==> src/rtl/hs_dpath_pkg.sv <==
// Shared types and helpers for the hs_dpath datapath blocks.
package hs_dpath_pkg;

    typedef enum logic {HS_PISO_IDLE, HS_PISO_SHIFT} hs_dpath_piso_state_e;

    // Width of a counter that must hold 0..n inclusive, never narrower than 1 bit.
    function automatic int hs_dpath_cnt_w(int n);
        int w;
        w = $clog2(n + 1);
        return (w < 1) ? 1 : w;
    endfunction

endpackage

==> src/rtl/hs_dpath_piso_hs.sv <==
// hs_dpath_piso_hs: parallel-in, serial-out shift register with valid/ready
// handshakes on both sides. One input beat loads up to DEPTH elements; they are
// emitted element 0 first, one per accepted output beat.
// Optional build macro HS_DPATH_PISO_B2B_EN: accept the next vector on the same
// edge that retires the last element of the current one (no idle bubble).
module hs_dpath_piso_hs
    import hs_dpath_pkg::*;
#(
    parameter type      DATA_TYPE   = logic,
    parameter DATA_TYPE RESET_VALUE = '0,
    parameter int       DEPTH       = 4
) (
    input  logic                                   clk,
    input  logic                                   aresetn,
    input  logic                                   in_valid,
    output logic                                   in_ready,
    input  DATA_TYPE                               din [DEPTH],
    input  logic [hs_dpath_cnt_w(DEPTH)-1:0]       in_len,
    output logic                                   out_valid,
    input  logic                                   out_ready,
    output DATA_TYPE                               dout,
    output logic                                   out_last,
    output logic [((DEPTH > 1) ? $clog2(DEPTH) : 1)-1:0] out_idx,
    output logic                                   busy
);

    localparam int LEN_W = hs_dpath_cnt_w(DEPTH);
    localparam int IDX_W = (DEPTH > 1) ? $clog2(DEPTH) : 1;
    localparam logic [LEN_W-1:0] DEPTH_LEN = LEN_W'(DEPTH);

    hs_dpath_piso_state_e state_reg;
    logic [LEN_W-1:0]     rem_reg;
    logic [IDX_W-1:0]     idx_reg;
    logic                 last_reg;
    DATA_TYPE             slot_reg  [DEPTH];
    DATA_TYPE             shift_val [DEPTH];

    logic [LEN_W-1:0]     len_clamped;
    logic                 in_acc;
    logic                 out_acc;
    logic                 load;
    logic                 retire;

    // Oversized requests are clamped to the storage depth.
    assign len_clamped = (in_len > DEPTH_LEN) ? DEPTH_LEN : in_len;

    assign out_valid = (state_reg == HS_PISO_SHIFT);
    assign busy      = (state_reg == HS_PISO_SHIFT);
    assign dout      = slot_reg[0];
    assign out_last  = last_reg;
    assign out_idx   = idx_reg;

`ifdef HS_DPATH_PISO_B2B_EN
    // Also ready while the final element is being taken, so the next vector
    // loads on the very edge that retires the current one.
    assign in_ready = (state_reg == HS_PISO_IDLE) ||
                      ((state_reg == HS_PISO_SHIFT) && out_ready && (rem_reg == LEN_W'(1)));
`else
    assign in_ready = (state_reg == HS_PISO_IDLE);
`endif

    assign in_acc  = in_valid && in_ready;
    assign out_acc = out_valid && out_ready;
    // A zero-length vector is consumed but never stored.
    assign load    = in_acc && (len_clamped != '0);
    assign retire  = out_acc && (rem_reg == LEN_W'(1));

    // Value each slot takes on a shift: its upper neighbour, or the reset value
    // for the topmost slot that is vacated.
    generate
        for (genvar gi = 0; gi < DEPTH; gi++) begin : g_shift
            if (gi == DEPTH - 1) begin : g_top
                assign shift_val[gi] = RESET_VALUE;
            end else begin : g_mid
                assign shift_val[gi] = slot_reg[gi + 1];
            end
        end
    endgenerate

    // Storage: load a whole vector, shift down per accepted beat, and clear
    // everything once the vector is finished so dout idles at RESET_VALUE.
    always_ff @(posedge clk or negedge aresetn) begin
        if (!aresetn) begin
            for (int i = 0; i < DEPTH; i++) begin
                slot_reg[i] <= RESET_VALUE;
            end
        end else if (load) begin
            for (int i = 0; i < DEPTH; i++) begin
                slot_reg[i] <= din[i];
            end
        end else if (retire) begin
            for (int i = 0; i < DEPTH; i++) begin
                slot_reg[i] <= RESET_VALUE;
            end
        end else if (out_acc) begin
            for (int i = 0; i < DEPTH; i++) begin
                slot_reg[i] <= shift_val[i];
            end
        end
    end

    // Control FSM with remaining-count, output index and last flag registered
    // so no input reaches the output side combinationally.
    always_ff @(posedge clk or negedge aresetn) begin
        if (!aresetn) begin
            state_reg <= HS_PISO_IDLE;
            rem_reg   <= '0;
            idx_reg   <= '0;
            last_reg  <= 1'b0;
        end else if (load) begin
            state_reg <= HS_PISO_SHIFT;
            rem_reg   <= len_clamped;
            idx_reg   <= '0;
            last_reg  <= (len_clamped == LEN_W'(1));
        end else if (retire) begin
            state_reg <= HS_PISO_IDLE;
            rem_reg   <= '0;
            idx_reg   <= '0;
            last_reg  <= 1'b0;
        end else if (out_acc) begin
            rem_reg   <= rem_reg - LEN_W'(1);
            idx_reg   <= idx_reg + IDX_W'(1);
            last_reg  <= (rem_reg == LEN_W'(2));
        end
    end

endmodule

==> config.mk <==
export PLATFORM = sky130hd
export DESIGN_NAME = hs_dpath_piso_hs
export DESIGN_NICKNAME = d
export VERILOG_FILES = /design/src/rtl/hs_dpath_pkg.sv /design/src/rtl/hs_dpath_piso_hs.sv
export SDC_FILE = /design/constraint.sdc
export NUM_CORES = 1
export LEC_CHECK = 0
export CAP_MARGIN = 5
export CELL_PAD_IN_SITES_DETAIL_PLACEMENT = 1
export CELL_PAD_IN_SITES_GLOBAL_PLACEMENT = 1
export CORE_MARGIN = 4
export CORE_UTILIZATION = 37
export CTS_CLUSTER_SIZE = 8
export DETAILED_ROUTE_END_ITERATION = 10
export GPL_ROUTABILITY_DRIVEN = 0
export PLACE_DENSITY = 0.88
export SYNTH_ARGS = -nofsm -noshare
export SYNTH_HDL_FRONTEND = slang
export SYNTH_SLANG_ARGS = --single-unit
==> constraint.sdc <==
create_clock -name clk -period 4.2 [get_ports clk]
set_input_delay 0.84 -clock clk [delete_from_list [all_inputs] [get_ports clk]]
set_output_delay 0.84 -clock clk [all_outputs]
set_load 0.03 [all_outputs]
==> qor.csv, run 1 <==
metric;value;unit
syn nets;75;
Design Area, Final;818;µm²
Clock Pin Slew Worst Setup and Hold Paths;70;ps
setup TNS;0;ps
Skew-Pair Late Insertion Delay;280;ps
CP required;3360;ps
CTS HTree Levels;1;
Resize count post-CTS;0;
n_diodes;0;
chip width;49.3;µm
Crit Path Class;flop to output port;
Routed wire per std cell;15.4;µm
final wirelength;1470;µm
IO Port Bufs;17;
TritonCTS clock tree;built;
pin count of the biggest net entering global routing;12;
worst-margin pin slew;500;ps
Area growth syn-to-layout;29.5;%
Min-Delay Path Class;flop to flop;
post-route worst setup slack;1880;ps
GRT Total Usage;14.4;%
slowest CP cell;clkdlybuf4s50_1;
final global-route overflow total;0;
status;finished clean;
CTS Hold Bufs;0;
share of cells above drive strength 1;10.1;%
Synth Register Bits;11;
area of the multi-input gates;297;µm²
worst slack at placement;1770;ps
unrepaired setup endpoints after global routing;no;
Starting Density;40.5;%
register area share after synthesis;43.6;%
die height;49.3;µm
Setup Viol. Count Final;0;
Slew HR;66.5;%
iteration-0 DRC count of the detailed router;6;
LEAKAGE;0.361;nW
Pwr Density;707;nW/µm²
crit start category;flop;
max-slew violation total from the final report;0;
worst vdd ir;0.000264;V
Crit path arrival time;1480;ps
CP startpoint;busy$_DFFE_PN0P_;
via count;524;
Root Buffer;clkbuf_4;
layout net count;94;
postcts setup bufs;0;
Synth Area per Inst;10.4;µm²
Avg Vias per Cell;5.52;
vias in the first global route;599;
FF+latch area;275;µm²
CP Capture Type;output port;
initial antenna violation count;0;
synth warn;0;
CP max stage delay;660;ps
min-delay src;shift_val[2]$_DFFE_PN0P_;
Filler cells;180;
Max-Cap Viols;0;
final count of hold timing violations;0;
dpl cell area;792;µm²
Syn Inst Count;61;
IO Pins;18;
# rows;14;
crit path cell chain;inv_1, clkdlybuf4s50_1;
CTS buffer count;3;
Mapped Area;632;µm²
HPWL after DPL;1180;µm
Clock Tree Buf Depth;2;
commonest non-fill, non-tap cells in the layout;17 x clkdlybuf4s50_1, 11 x dfrtp_1, 8 x inv_1, 5 x a221o_1, 4 x nand2_1;
# DRC;0;
commonest non-fill, non-tap cell in the layout;clkdlybuf4s50_1;
antenna viol nets, final;0;
core box area;1560;µm²
DRT Pass-1 Iters;4;
Yosys cell types;28;
Util after Layout;52.5;%
area of the die;2430;µm²
Final Cycle Share;55.2;%
worst reg2reg path startpoint;rem_reg[1]$_DFFE_PN0P_;
Max Fclk;0.432;GHz
minimum clock period after layout;2320;ps
Crit Path Max Fanout;8;
Num Clock Sinks;11;
first-pass GRT wire length;2730;µm
Worst Skew;1.09;ps
-- path summary, 6_finish.rpt --
| kind | endpoint | slack (ps) | cells past startpoint |
|---|---|---|---|
| max | in_ready | 1880 | 2 |
| min | shift_val[3]$_DFFE_PN0P_ | 520 | 1 |
| max reg2reg | dout$_DFFE_PN0P_ | 2500 | 5 |
| min reg2reg | shift_val[3]$_DFFE_PN0P_ | 520 | 1 |
| max in group asynchronous | out_idx[1]$_DFFE_PN0P_ | 2970 | 1 |
| min in group asynchronous | out_last$_DFFE_PN0P_ | 890 | 1 |
-- layer usage --
layer  routed length (µm)  track usage, %  share of wire, %
met5                    0               0                 0
met4                   21            5.69               1.4
met3                   79            3.67               5.4
met2                  705            23.2                48
met1                  659            18.1                45
-- cell usage after synthesis --
| master | instances | share of area (%) |
|---|---|---|
| a31oi_1 | 1 | 0.99 |
| o21ai_0 | 1 | 0.79 |
| nand2b_1 | 1 | 0.99 |
| mux2_2 | 1 | 1.8 |
| nor3b_1 | 1 | 1.2 |
| a21o_2 | 1 | 1.4 |
| nand2_1 | 4 | 2.4 |
| inv_1 | 8 | 4.8 |
| buf_6 | 2 | 3.6 |
| nor2_1 | 2 | 1.2 |
| a21oi_2 | 1 | 1.4 |
| a221o_1 | 5 | 7.9 |
| nor2b_1 | 2 | 2.0 |
| nor3_1 | 2 | 1.6 |
| ha_1 | 3 | 5.9 |
| nor4b_1 | 1 | 1.4 |
| a32o_1 | 1 | 1.6 |
| nor4_1 | 1 | 0.99 |
| nand3_1 | 1 | 0.79 |
| and2_4 | 1 | 1.4 |
| a211o_1 | 2 | 2.8 |
| dfrtp_1 | 11 | 44 |
| or3_1 | 1 | 0.99 |
| and2_1 | 1 | 0.99 |
| or4b_1 | 1 | 1.6 |
| a211oi_1 | 3 | 3.6 |
| buf_4 | 1 | 1.2 |
| or3b_2 | 1 | 1.4 |
-- layout make-up --
cell class	instances	area share (%)
multi-input cells	39	36.2
flip-flops and latches	11	33.6
repair buffers	17	20.8
inverters	8	3.67
clock buffers	4	3.21
well taps	16	2.45
-- report_power, final --
group | switching (mW) | internal (mW) | total (mW) | leakage (nW)
Combinational | 0.163 | 0.143 | 0.306 | 0.208
Clock | 0.0396 | 0.0369 | 0.0764 | 0.0150
Sequential | 0.0420 | 0.154 | 0.196 | 0.137
Total | 0.244 | 0.334 | 0.578 | 0.361
-- through the flow --
stage / power (mW) / instances / hold slack (ps)
5_1_grt: 0.629 / 95 / 550
3_3_place_gp: 0.496 / 91 / 487
3_5_place_dp: 0.507 / 91 / 499
4_1_cts: 0.584 / 95 / 516
2_1_floorplan: 0.403 / 61 / 480
6_report: 0.578 / 95 / 521
-- kinds of logic after synthesis --
group	Yosys count	synth area share [%]
AOI/OAI and AO/OA	15	20.4
and+or+nand+nor	20	18.8
DFF	11	43.6
muxes	1	1.78
buffers and inverters	11	9.51
adders and majority gates	3	5.94
-- worst max-delay path, delay by kind of cell (launching register included) --
kind                   cells  cell delay (ps)
DFF                        1              450
buffers and inverters      2              750
Power figures use the tool's default switching activity.
==> inputs of run 2 (changes only) <==
- CORE_UTILIZATION: 37 -> 34
- PLACE_DENSITY: 0.88 -> 0.83
- clock period: 4.2 -> 2.3 ns (I/O delays scaled with it)
==> qor.csv, run 2 (synthesis gave the netlist of run 1 again) <==
metric;value;unit;change
pin count of the biggest net entering global routing;12;;unchanged
die height;51.1;µm;+3.6%
Worst Skew;0.676;ps;-0.411 ps
Final Cycle Share;84.6;%;
unrepaired setup endpoints after global routing;no;;
CP Capture Type;output port;;
worst vdd ir;0.000453;V;+72%
commonest non-fill, non-tap cell in the layout;clkdlybuf4s50_1;;
Slew HR;65.5;%;-1.0 points
met1 WL;764;µm;+16%
antenna viol nets, final;0;;unchanged
area of the die;2610;µm²;+7.4%
max-slew violation total from the final report;0;;unchanged
CTS HTree Levels;1;;unchanged
CP max stage delay;660;ps;about the same
IO Port Bufs;17;;unchanged
Avg Vias per Cell;5.30;;-3.9%
Pwr Density;1290;nW/µm²;+82%
Resize count post-CTS;0;;unchanged
Starting Density;36.2;%;-4.3 points
TritonCTS clock tree;built;;
Clock Tree Buf Depth;2;;unchanged
WP buf/inv;2;;unchanged
Routed wire per std cell;15.7;µm;+1.6%
met2 routed WL;797;µm;+13%
final wirelength;1660;µm;+13%
HPWL after DPL;1240;µm;+4.6%
iteration-0 DRC count of the detailed router;6;;unchanged
Num Clock Sinks;11;;unchanged
worst-margin pin slew;516;ps;+15.6 ps
GRT Total Usage;14.9;%;+0.49 points
commonest non-fill, non-tap cells in the layout;17 x clkdlybuf4s50_1, 11 x dfrtp_1, 8 x inv_1, 5 x a221o_1, 4 x nand2_1;;
via count;562;;+7.3%
Skew-Pair Late Insertion Delay;280;ps;about the same
layout net count;96;;+2.1%
LEAKAGE;0.371;nW;+2.7%
share of cells above drive strength 1;12.3;%;+2.2 points
final count of hold timing violations;0;;unchanged
Worst path depth;2;;unchanged
Max-Cap Viols;0;;unchanged
Crit path arrival time;1490;ps;about the same
slowest CP cell;clkdlybuf4s50_1;;
Min-Delay Path Class;input pin to async pin;;
# rows;15;;+1
Crit Path Max Fanout;8;;unchanged
status;finished clean;;
first-pass GRT wire length;2820;µm;+3.6%
Area growth syn-to-layout;33.7;%;
final global-route overflow total;0;;unchanged
worst-case reg-to-reg path depth;5;;unchanged
CTS buffer count;3;;unchanged
vias in the first global route;583;;-2.7%
Setup Viol. Count Final;0;;unchanged
crit start category;flop;;
Top delay family on crit path;buffers and inverters;;
CP required;1840;ps;-1520 ps
setup TNS;0;ps;unchanged
minimum clock period after layout;1950;ps;
Util after Layout;48.4;%;-4.1 points
chip width;51.1;µm;+3.6%
IO Pins;18;;unchanged
n_diodes;0;;unchanged
Power, Total;1.09;mW;+88%
initial antenna violation count;0;;unchanged
DRT Pass-1 Iters;4;;unchanged
Clock Pin Slew Worst Setup and Hold Paths;80;ps;about the same
Max Fclk;0.514;GHz;
# DRC;0;;unchanged
DR top layer;met4;;
crit path cell chain;inv_1, clkdlybuf4s50_1;;
core box area;1750;µm²;+12%
met3 wire length;69;µm;-13%
CTS Hold Bufs;0;;unchanged
Crit Path Class;flop to output port;;
Root Buffer;clkbuf_4;;
postcts setup bufs;0;;unchanged
-- run 2: cell count changes in the layout (fill, tap and decap cells not counted), sizes merged --
cell and change:
buf +2
-- run 2: area by class of cell --
class	instances	area (µm²)
Fill cell	209	901
Multi-Input combinational cell	39	297
Sequential cell	11	275
Timing Repair Buffer	19	185
Tap cell	25	31.3
Inverter	8	30.0
Clock buffer	4	26.3
-- run 2: worst register-to-register path, cell delays in order (launching register included) --
cell and delay [ps]:
dfrtp_1 430, inv_1 100, ha_1 190, nor2b_1 350, nor2_1 170, a221o_1 380
-- run 2: power breakdown --
part / leakage (nW) / internal (mW) / switching (mW)
combinational: 0.218 / 0.274 / 0.308
sequential: 0.137 / 0.281 / 0.0828
clock: 0.0150 / 0.0673 / 0.0749
total: 0.370 / 0.622 / 0.466
-- run 2: final timing paths --
check | from | slack [ps] | end
setup / recovery | busy$_DFFE_PN0P_ | 350 | in_ready
hold / removal | aresetn | 520 | out_last$_DFFE_PN0P_
setup reg to reg | rem_reg[1]$_DFFE_PN0P_ | 570 | shift_val[2]$_DFFE_PN0P_
hold reg to reg | shift_val[2]$_DFFE_PN0P_ | 530 | shift_val[3]$_DFFE_PN0P_
max in group asynchronous | aresetn | 1440 | out_idx[0]$_DFFE_PN0P_
min in group clk | shift_val[2]$_DFFE_PN0P_ | 530 | shift_val[3]$_DFFE_PN0P_
-- run 2: metal layers --
metal,track usage [%],vias up
li1,-,261
met4,8.97,0
met1,18.6,283
met2,23.2,14
met3,3.21,4
met5,0,-
-- run 2: stage by stage --
stage                     worst slack, ps  area (µm²)  hold slack (ps)  instances
after detailed placement              229         818              496        102
after floorplan                       680         632              164         61
final                                 355         845              520        106
after global routing                  275         845              547        106
after CTS                             341         845              518        106
after global placement                279         818              488        102
==> inputs of run 3 (changes only) <==
- clock period: 2.3 -> 2 ns (I/O delays scaled with it)
==> qor.csv, run 3 (synthesis gave the netlist of run 1 again) <==
metric;value;unit;change
Starting Density;36.2;%;unchanged
final wirelength;1580;µm;-4.9%
worst slack at placement;90.6;ps;-138 ps
# DRC;0;;unchanged
Avg Vias per Cell;5.19;;-2.2%
via count;560;;-0.36%
worst-margin pin slew;496;ps;-20.4 ps
Pwr Density;1440;nW/µm²;+12%
IO Pins;18;;unchanged
CTS HTree Levels;1;;unchanged
vias in the first global route;586;;+0.51%
commonest non-fill, non-tap cells in the layout;17 x clkdlybuf4s50_1, 11 x dfrtp_1, 8 x inv_1, 5 x a221o_1;;
worst vdd ir;0.000606;V;+34%
core box area;1750;µm²;unchanged
Crit path arrival time;1460;ps;-30 ps
clock group share of total power;12.5;%;-0.6 points
Max Fclk;0.538;GHz;
antenna viol nets, final;0;;unchanged
initial antenna violation count;0;;unchanged
Worst Skew;1.42;ps;+0.742 ps
Psw;0.522;mW;+12%
minimum clock period after layout;1860;ps;
Routed wire per std cell;14.6;µm;-6.6%
Int Pwr;0.716;mW;+15%
n_diodes;0;;unchanged
pin count of the biggest net entering global routing;12;;unchanged
Setup Viol. Count Final;0;;unchanged
first-pass GRT wire length;2680;µm;-4.9%
dpl cell area;833;µm²;+1.8%
area of the die;2610;µm²;unchanged
final count of hold timing violations;0;;unchanged
iteration-0 DRC count of the detailed router;7;;+1
Num Clock Sinks;11;;unchanged
Slew HR;66.9;%;+1.4 points
postcts setup bufs;0;;unchanged
share of cells above drive strength 1;14.5;%;+2.1 points
Min-Delay Path Class;input pin to async pin;;
CTS buffer count;3;;unchanged
TritonCTS clock tree;built;;
Clock Pin Slew Worst Setup and Hold Paths;70;ps;about the same
post-route worst setup slack;142;ps;-213 ps
status;finished clean;;
layout net count;98;;+2.1%
commonest non-fill, non-tap cell in the layout;clkdlybuf4s50_1;;
DRT Pass-1 Iters;4;;unchanged
IO Port Bufs;17;;unchanged
Skew-Pair Late Insertion Delay;270;ps;about the same
Root Buffer;clkbuf_4;;
Reg power frac;33.5;%;about the same
max-slew violation total from the final report;0;;unchanged
hold_ws;460;ps;-59.7 ps
Final Cycle Share;92.9;%;
chip width;51.1;µm;unchanged
Area growth syn-to-layout;36.0;%;
Crit Path Class;flop to output port;;
crit start category;flop;;
Resize count post-CTS;0;;unchanged
Crit Path Max Fanout;8;;unchanged
die height;51.1;µm;unchanged
GRT Total Usage;13.8;%;-1.0 points
Filler cells;207;;-0.96%
LEAKAGE;0.380;nW;+2.5%
# rows;15;;unchanged
post-route insts no fill;108;;+1.9%
CP required;1600;ps;-240 ps
Max-Cap Viols;0;;unchanged
R2R setup slack;280;ps;-290 ps
CTS Hold Bufs;0;;unchanged
CP Capture Type;output port;;
combinational share of power;54.0;%;+0.5 points
HPWL after DPL;1260;µm;+1.9%
Clock Tree Buf Depth;2;;unchanged
Sw Share;42.2;%;-0.65 points
Design Area, Final;860;µm²;+1.8%
final global-route overflow total;0;;unchanged
unrepaired setup endpoints after global routing;no;;
DP Cell Count;104;;+2.0%
setup TNS;0;ps;unchanged
[run 3: changes by cell type in the layout (fill, tap and decap cells not counted), sizes merged]
cell / previous run / this run
buf: 2 / 4
[run 3: cell type report]
type	count	area [µm²]	share of cell area (%)
timing repair buffer	21	200	23.3
inverter	8	30.0	3.49
clock buffer	4	26.3	3.06
sequential	11	275	32.0
multi-input combinational	39	297	34.5
tap	25	31.3	3.64
[run 3: layer usage]
metal,global-route usage (%),share of wire [%],vias to the layer above
met4,8.07,1.5,0
li1,-,-,263
met5,0,0,-
met3,2.62,4.4,4
met1,17.4,45,277
met2,21.9,49,16
[run 3: worst paths after layout]
| path | startpoint | cells after the start | endpoint |
|---|---|---|---|
| setup / recovery | busy$_DFFE_PN0P_ | 2 | in_ready |
| max in group asynchronous | aresetn | 1 | out_idx[1]$_DFFE_PN0P_ |
| min in group clk | shift_val[1]$_DFFE_PN0P_ | 1 | shift_val[2]$_DFFE_PN0P_ |
| setup reg to reg | rem_reg[1]$_DFFE_PN0P_ | 5 | shift_val[3]$_DFFE_PN0P_ |
| hold / removal | aresetn | 1 | out_last$_DFFE_PN0P_ |
| hold reg to reg | shift_val[1]$_DFFE_PN0P_ | 1 | shift_val[2]$_DFFE_PN0P_ |
[run 3: power groups by stage]
stage / Sequential, mW / Combinational [mW] / Clock [mW]
3_3_place_gp: 0.410 / 0.649 / 0
6_report: 0.414 / 0.669 / 0.155
4_1_cts: 0.414 / 0.674 / 0.161
5_1_grt: 0.432 / 0.722 / 0.172
2_1_floorplan: 0.489 / 0.357 / 0
3_5_place_dp: 0.418 / 0.671 / 0
[run 3: stage by stage]
| stage | util, % | total power, mW |
|---|---|---|
| floorplan | - | 0.847 |
| global placement | 47.7 | 1.06 |
| detailed placement | 47.7 | 1.09 |
| CTS | 49.2 | 1.25 |
| global route | 49.2 | 1.33 |
| finish | 49.2 | 1.24 |
[run 3: worst max-delay path, stage by stage, from the launching register on]
cell             delay, ps
dfrtp_1                450
inv_1                   80
clkdlybuf4s50_1        660
